`config.mk`:
```
export PLATFORM = sky130hd
export DESIGN_NAME = lr35902_irq_ctrl
export DESIGN_NICKNAME = d
export VERILOG_FILES = /design/src/rtl/lr35902_irq_pkg.sv /design/src/rtl/lr35902_irq_prio.sv /design/src/rtl/lr35902_irq_ctrl.sv
export SDC_FILE = /design/constraint.sdc
export NUM_CORES = 1
export LEC_CHECK = 0
export ABC_AREA = 1
export CAP_MARGIN = 20
export CORE_ASPECT_RATIO = 0.6
export CORE_MARGIN = 2
export CORE_UTILIZATION = 49
export DETAILED_ROUTE_END_ITERATION = 8
export PLACE_DENSITY = 0.84
export SLEW_MARGIN = 20
export SYNTH_ARGS = -nofsm -noshare
export SYNTH_HDL_FRONTEND = slang
export SYNTH_SLANG_ARGS = --single-unit
```
`constraint.sdc`:
```
create_clock -name clk -period 2.8 [get_ports clk]
set_input_delay 0.56 -clock clk [delete_from_list [all_inputs] [get_ports clk]]
set_output_delay 0.56 -clock clk [all_outputs]
set_load 0.05 [all_outputs]
```
`src/rtl/lr35902_irq_pkg.sv`:
```
// lr35902_irq_pkg: shared constants and FSM encoding for the interrupt controller
package lr35902_irq_pkg;
  localparam int IRQ_VBLANK = 0;
  localparam int IRQ_STAT   = 1;
  localparam int IRQ_TIMER  = 2;
  localparam int IRQ_SERIAL = 3;
  localparam int IRQ_JOYPAD = 4;
  localparam logic [7:0] ADR_IF = 8'h0f;
  localparam logic [7:0] ADR_IE = 8'hff;
  localparam logic [15:0] DEF_VECTOR_BASE   = 16'h0040;
  localparam logic [15:0] DEF_VECTOR_STRIDE = 16'd8;
  typedef enum logic {IDLE = 1'b0, DISPATCH = 1'b1} state_t;
endpackage

```
`src/rtl/lr35902_irq_prio.sv`:
```
// lr35902_irq_prio: lowest-set-bit priority encoder (bit 0 wins)
module lr35902_irq_prio
  import lr35902_irq_pkg::*;
#(
  parameter int N  = 5,
  parameter int SW = (N > 1) ? $clog2(N) : 1
) (
  input  logic [N-1:0]  i_req,
  output logic [SW-1:0] o_sel,
  output logic          o_found
);
  always_comb begin
    o_sel = '0;
    o_found = |i_req;
    for (int i = N - 1; i >= 0; i--)
      if (i_req[i]) o_sel = SW'(i);
  end
endmodule

```
`src/rtl/lr35902_irq_ctrl.sv`:
```
// lr35902_irq_ctrl: IF/IE interrupt latch, CPU request and ack/vector dispatch
module lr35902_irq_ctrl
  import lr35902_irq_pkg::*;
#(
  parameter int          NUM_IRQ       = 5,
  parameter logic [15:0] VECTOR_BASE   = DEF_VECTOR_BASE,
  parameter logic [15:0] VECTOR_STRIDE = DEF_VECTOR_STRIDE
) (
  input  logic               clk,
  input  logic               reset,
  input  logic [NUM_IRQ-1:0] i_irq_src,
  input  logic [7:0]         i_reg_adr,
  input  logic [7:0]         i_reg_din,
  output logic [7:0]         o_reg_dout,
  input  logic               i_reg_read,
  input  logic               i_reg_write,
  output logic               o_int_req,
  input  logic               i_int_ack,
  output logic [15:0]        o_int_vector,
  output logic               o_int_vector_valid,
  input  logic               i_int_taken
);
  localparam int SW = (NUM_IRQ > 1) ? $clog2(NUM_IRQ) : 1;
  state_t             r_state, w_state_nx;
  logic [NUM_IRQ-1:0] r_if, r_prev, w_rise, w_if_wr, w_clr, w_ack_pend;
  logic [7:0]         r_ie, w_ie_nx, r_dout;
  logic [15:0]        r_vec;
  logic               r_valid, w_found, w_ack;
  logic [SW-1:0]      w_sel;

  assign w_rise     = i_irq_src & ~r_prev;
  assign w_ie_nx    = (i_reg_write && i_reg_adr == ADR_IE) ? i_reg_din : r_ie;
  assign w_ack      = r_state == IDLE && i_int_ack;
  // selection sees an IE write landing in the ack cycle, so a just-disabled source is not dispatched
  assign w_ack_pend = r_if & w_ie_nx[NUM_IRQ-1:0];
  assign w_if_wr    = (i_reg_write && i_reg_adr == ADR_IF) ? i_reg_din[NUM_IRQ-1:0] : r_if;
  assign w_clr      = (w_ack && w_found) ? {{(NUM_IRQ-1){1'b0}}, 1'b1} << w_sel : '0;

  lr35902_irq_prio #(.N(NUM_IRQ), .SW(SW)) u_prio (
    .i_req   (w_ack_pend),
    .o_sel   (w_sel),
    .o_found (w_found)
  );

  always_ff @(posedge clk or posedge reset)
    if (reset) r_state <= IDLE;
    else       r_state <= w_state_nx;

  always_comb
    w_state_nx = (r_state == IDLE) ? (i_int_ack ? DISPATCH : IDLE)
                                   : (i_int_taken ? IDLE : DISPATCH);

  always_comb
    o_int_req = (r_state == IDLE) && |(r_if & r_ie[NUM_IRQ-1:0]);

  always_ff @(posedge clk or posedge reset)
    if (reset) begin
      r_if    <= '0;
      r_prev  <= '0;
      r_ie    <= '0;
      r_dout  <= 8'hff;
      r_vec   <= '0;
      r_valid <= 1'b0;
    end else begin
      r_if   <= (w_if_wr & ~w_clr) | w_rise;
      r_prev <= i_irq_src;
      r_ie   <= w_ie_nx;
      if (i_reg_read)
        r_dout <= (i_reg_adr == ADR_IF) ? {{(8-NUM_IRQ){1'b1}}, r_if}
                : (i_reg_adr == ADR_IE) ? r_ie : 8'hff;
      if (w_ack) begin
        r_vec   <= w_found ? VECTOR_BASE + VECTOR_STRIDE * 16'(w_sel) : 16'h0000;
        r_valid <= 1'b1;
      end else if (r_state == DISPATCH && i_int_taken)
        r_valid <= 1'b0;
    end

  assign o_reg_dout         = r_dout;
  assign o_int_vector       = r_vec;
  assign o_int_vector_valid = r_valid;
endmodule

```
==> results.cfg <==
[status]
status = completed

[pwr]
p_leak_nw = 1.052
finalPower_mw = 1.181
swShare_pct = 33.31
pwr_density_cell_nw_per_um2 = 555.0
irDropWorstVdd_mv = 0.3572
comb_power_share_pct = 26.7
p_sw_uw = 393.4
p_int_uw = 787.7
power_frac_clock_pct = 28.0
pwr-share-seq_pct = 45.3

[floorplan]
die_h_um = 48.75
num_rows = 16
die-area_um2 = 3831
core_um2 = 3223
io_pins = 53
initial_utilization_pct = 50.74
die_x_um = 78.58

[timing]
maxSlewHeadroom_pct = 66.47
skew_ns = 0.004257
finalHoldViolCount = 0
min_period_ns = 2.538
rsz0062_at_grt = no
timing.final.crit_share_pct = 90.65
max_freq_mhz = 394.0
layout_setup_ws_ns = 0.2619
drv_slew = 0
setup-tns-final_ns = 0
finalSetupViolCount = 0
worst_pin_slew_ns = 0.5013

[clock_tree]
holdBufCountCts = 0
cts_buffers = 5
clkTransAtPathRegs_ns = 0.06
cts_tree = built
clock_path_buffers = 2
cts-root-buf = clkbuf_8
postCtsSetupBuffers = 0
clk_latency_ns = 0.28
post_cts_resized = 0
cts_sinks = 32
htree_num_levels = 2

[synth]
ys_async_sr_fraction_pct = 100.0
syn_inst = 196
synthTopCellsByArea = dfrtp_1 37%, nand2_1 13%, dfstp_2 13%
synth.distinct_cells = 28
yosys.area.top_type = dfrtp_1
netlist_area_um2 = 1635
synth_ff_type = dfrtp_1
yosysWarnings = 0
synth_edf_count = 0
yosysMostFrequentCell = nand2_1
ys_ff_latch = 32
synth_commonest_cells = 57 x nand2_1, 31 x inv_1, 24 x dfrtp_1
synth_top_area_share_pct = 36.73
ys_seq_area_share_pct = 49.58
synth.avg_cell_area_um2 = 8.343

[finish]
nets = 269
area_growth_pct = 30.15
layout-drive-gt1-share_pct = 13.17
nFillCells = 293
final_util_pct = 66.03
n_antenna_cell = 0

[place]
portBuffers = 40
post-place-ws_ns = 0.4374
place_hpwl_mm = 2.700
gp_congestion = 0.8849

[setup_path]
rr_worst_depth = 6
cp.arrival_ns = 1.98
r2r-start = r_state
required_ns = 2.24
slowest_delay_ns = 0.72
cp_max_fo = 3
crit_type = flip-flop to primary output
endpoint_kind = primary output
worstPathCellList = inv_1, o22ai_1, a221oi_1, a21oi_1, clkdlybuf4s50_1
crit_start = r_if[2]
startpoint_type = flip-flop
r2r_setup_slack_ns = 1.48
crit_path_top_delay_cell = clkdlybuf4s50_1
reg2reg_to = r_if[2]
endpoint = o_int_req

[routing]
route.detailed.drc = 0
ant_nets = 0
vias = 1362
drt_iter0_markers = 95
drtPass1Iterations = 4
wl_mm = 3.424
wl_per_cell_um = 11.89
viasPerCell = 4.729

[grt]
gr-total-overflow = 0
grt_pass1_vias = 1255
grt_pass1_wl_mm = 5.602
track_usage_pct = 19.36
grt_antenna_before_repair = 0
grt_max_degree = 33

[worst_hold_path]
holdCritPathClass = flip-flop to flip-flop

[flow_run]
max_cap_violations = 0
-- cell families (layout without fill, tap and decap cells) --
kind of cell           count (synthesis)  after routing  synth area share [%]
flip-flops                            32             32                 49.58
AND/OR/NAND/NOR                       90             90                 27.16
buffers and inverters                 46             82                 13.39
AO/OA/AOI/OAI                         27             27                 9.641
other                                  1             12                0.2293
-- power by group through the flow --
stage / Combinational [mW] / Clock, mW / Sequential [mW]
final: 0.315 / 0.331 / 0.535
after global routing: 0.344 / 0.361 / 0.540
after CTS: 0.316 / 0.336 / 0.535
after detailed placement: 0.315 / 0 / 0.543
after global placement: 0.311 / 0 / 0.542
after floorplan: 0.154 / 0 / 0.604
-- routing by layer --
metal | track usage (%) | vias to the layer above | part of all wire, %
met1 | 29.67 | 617 | 52
li1 | - | 688 | -
met4 | 8.772 | 0 | 0.88
met2 | 23.65 | 54 | 38
met3 | 7.276 | 3 | 8.5
met5 | 0 | - | 0
-- worst max-delay path, delay by kind of cell, from the launching register on --
family          cells  cell delay, ns
compound gates      3            0.48
buf+inv             2            0.81
flops               1            0.41
-- final cells by class --
type                            instances  area (µm²)  area share, %
Clock inverter                          1       5.005         0.2352
Sequential cell                        32       810.8          38.10
Timing Repair Buffer                   41       407.9          19.17
Multi-Input combinational cell        129       646.9          30.39
Inverter                               33       125.1          5.879
Clock buffer                            7       76.32          3.586
Tap cell                               45       56.30          2.646
-- stage by stage --
stage	cells	cell area, µm²	hold slack (ns)
after global placement	280	2047	0.3933
after global routing	288	2128	0.4370
after CTS	288	2128	0.4190
after detailed placement	280	2047	0.4104
final	288	2128	0.4147
after floorplan	207	1677	0.3919
-- worst min-delay path by stage --
stage                          from      end  slack (ns)  cells past startpoint
after global routing      r_prev[4]  r_if[4]        0.44                      1
after global placement    r_prev[4]  r_if[4]        0.39                      1
after floorplan           r_prev[4]  r_if[4]        0.39                      1
final                     r_prev[4]  r_if[4]        0.41                      1
after detailed placement  r_prev[4]  r_if[4]        0.41                      1
after CTS                 r_prev[4]  r_if[4]        0.42                      1
-- flip-flops by register name (all words and copies together) (netlist names) --
signal / flops
o_int_vector: 4
o_int_vector_valid: 1
o_reg_dout: 8
r_ie: 8
r_if: 5
r_prev: 5
r_state: 1
-- cell usage in the layout, fill, tap and decap left out, types with 2 or more instances in the layout --
cell type,n
inv_1,31
nor2_1,4
nand3_1,7
o21ai_0,13
nand2_2,7
conb_1,12
dfrtp_1,24
clkinv_2,2
dfstp_2,8
nor2_4,2
nand2_1,57
nand4_1,5
clkbuf_8,5
o211ai_1,4
clkbuf_1,2
nand3_2,3
a21oi_1,4
o21ai_1,2
clkdlybuf4s50_1,40
No activity file was read; power rests on OpenSTA's default activity.
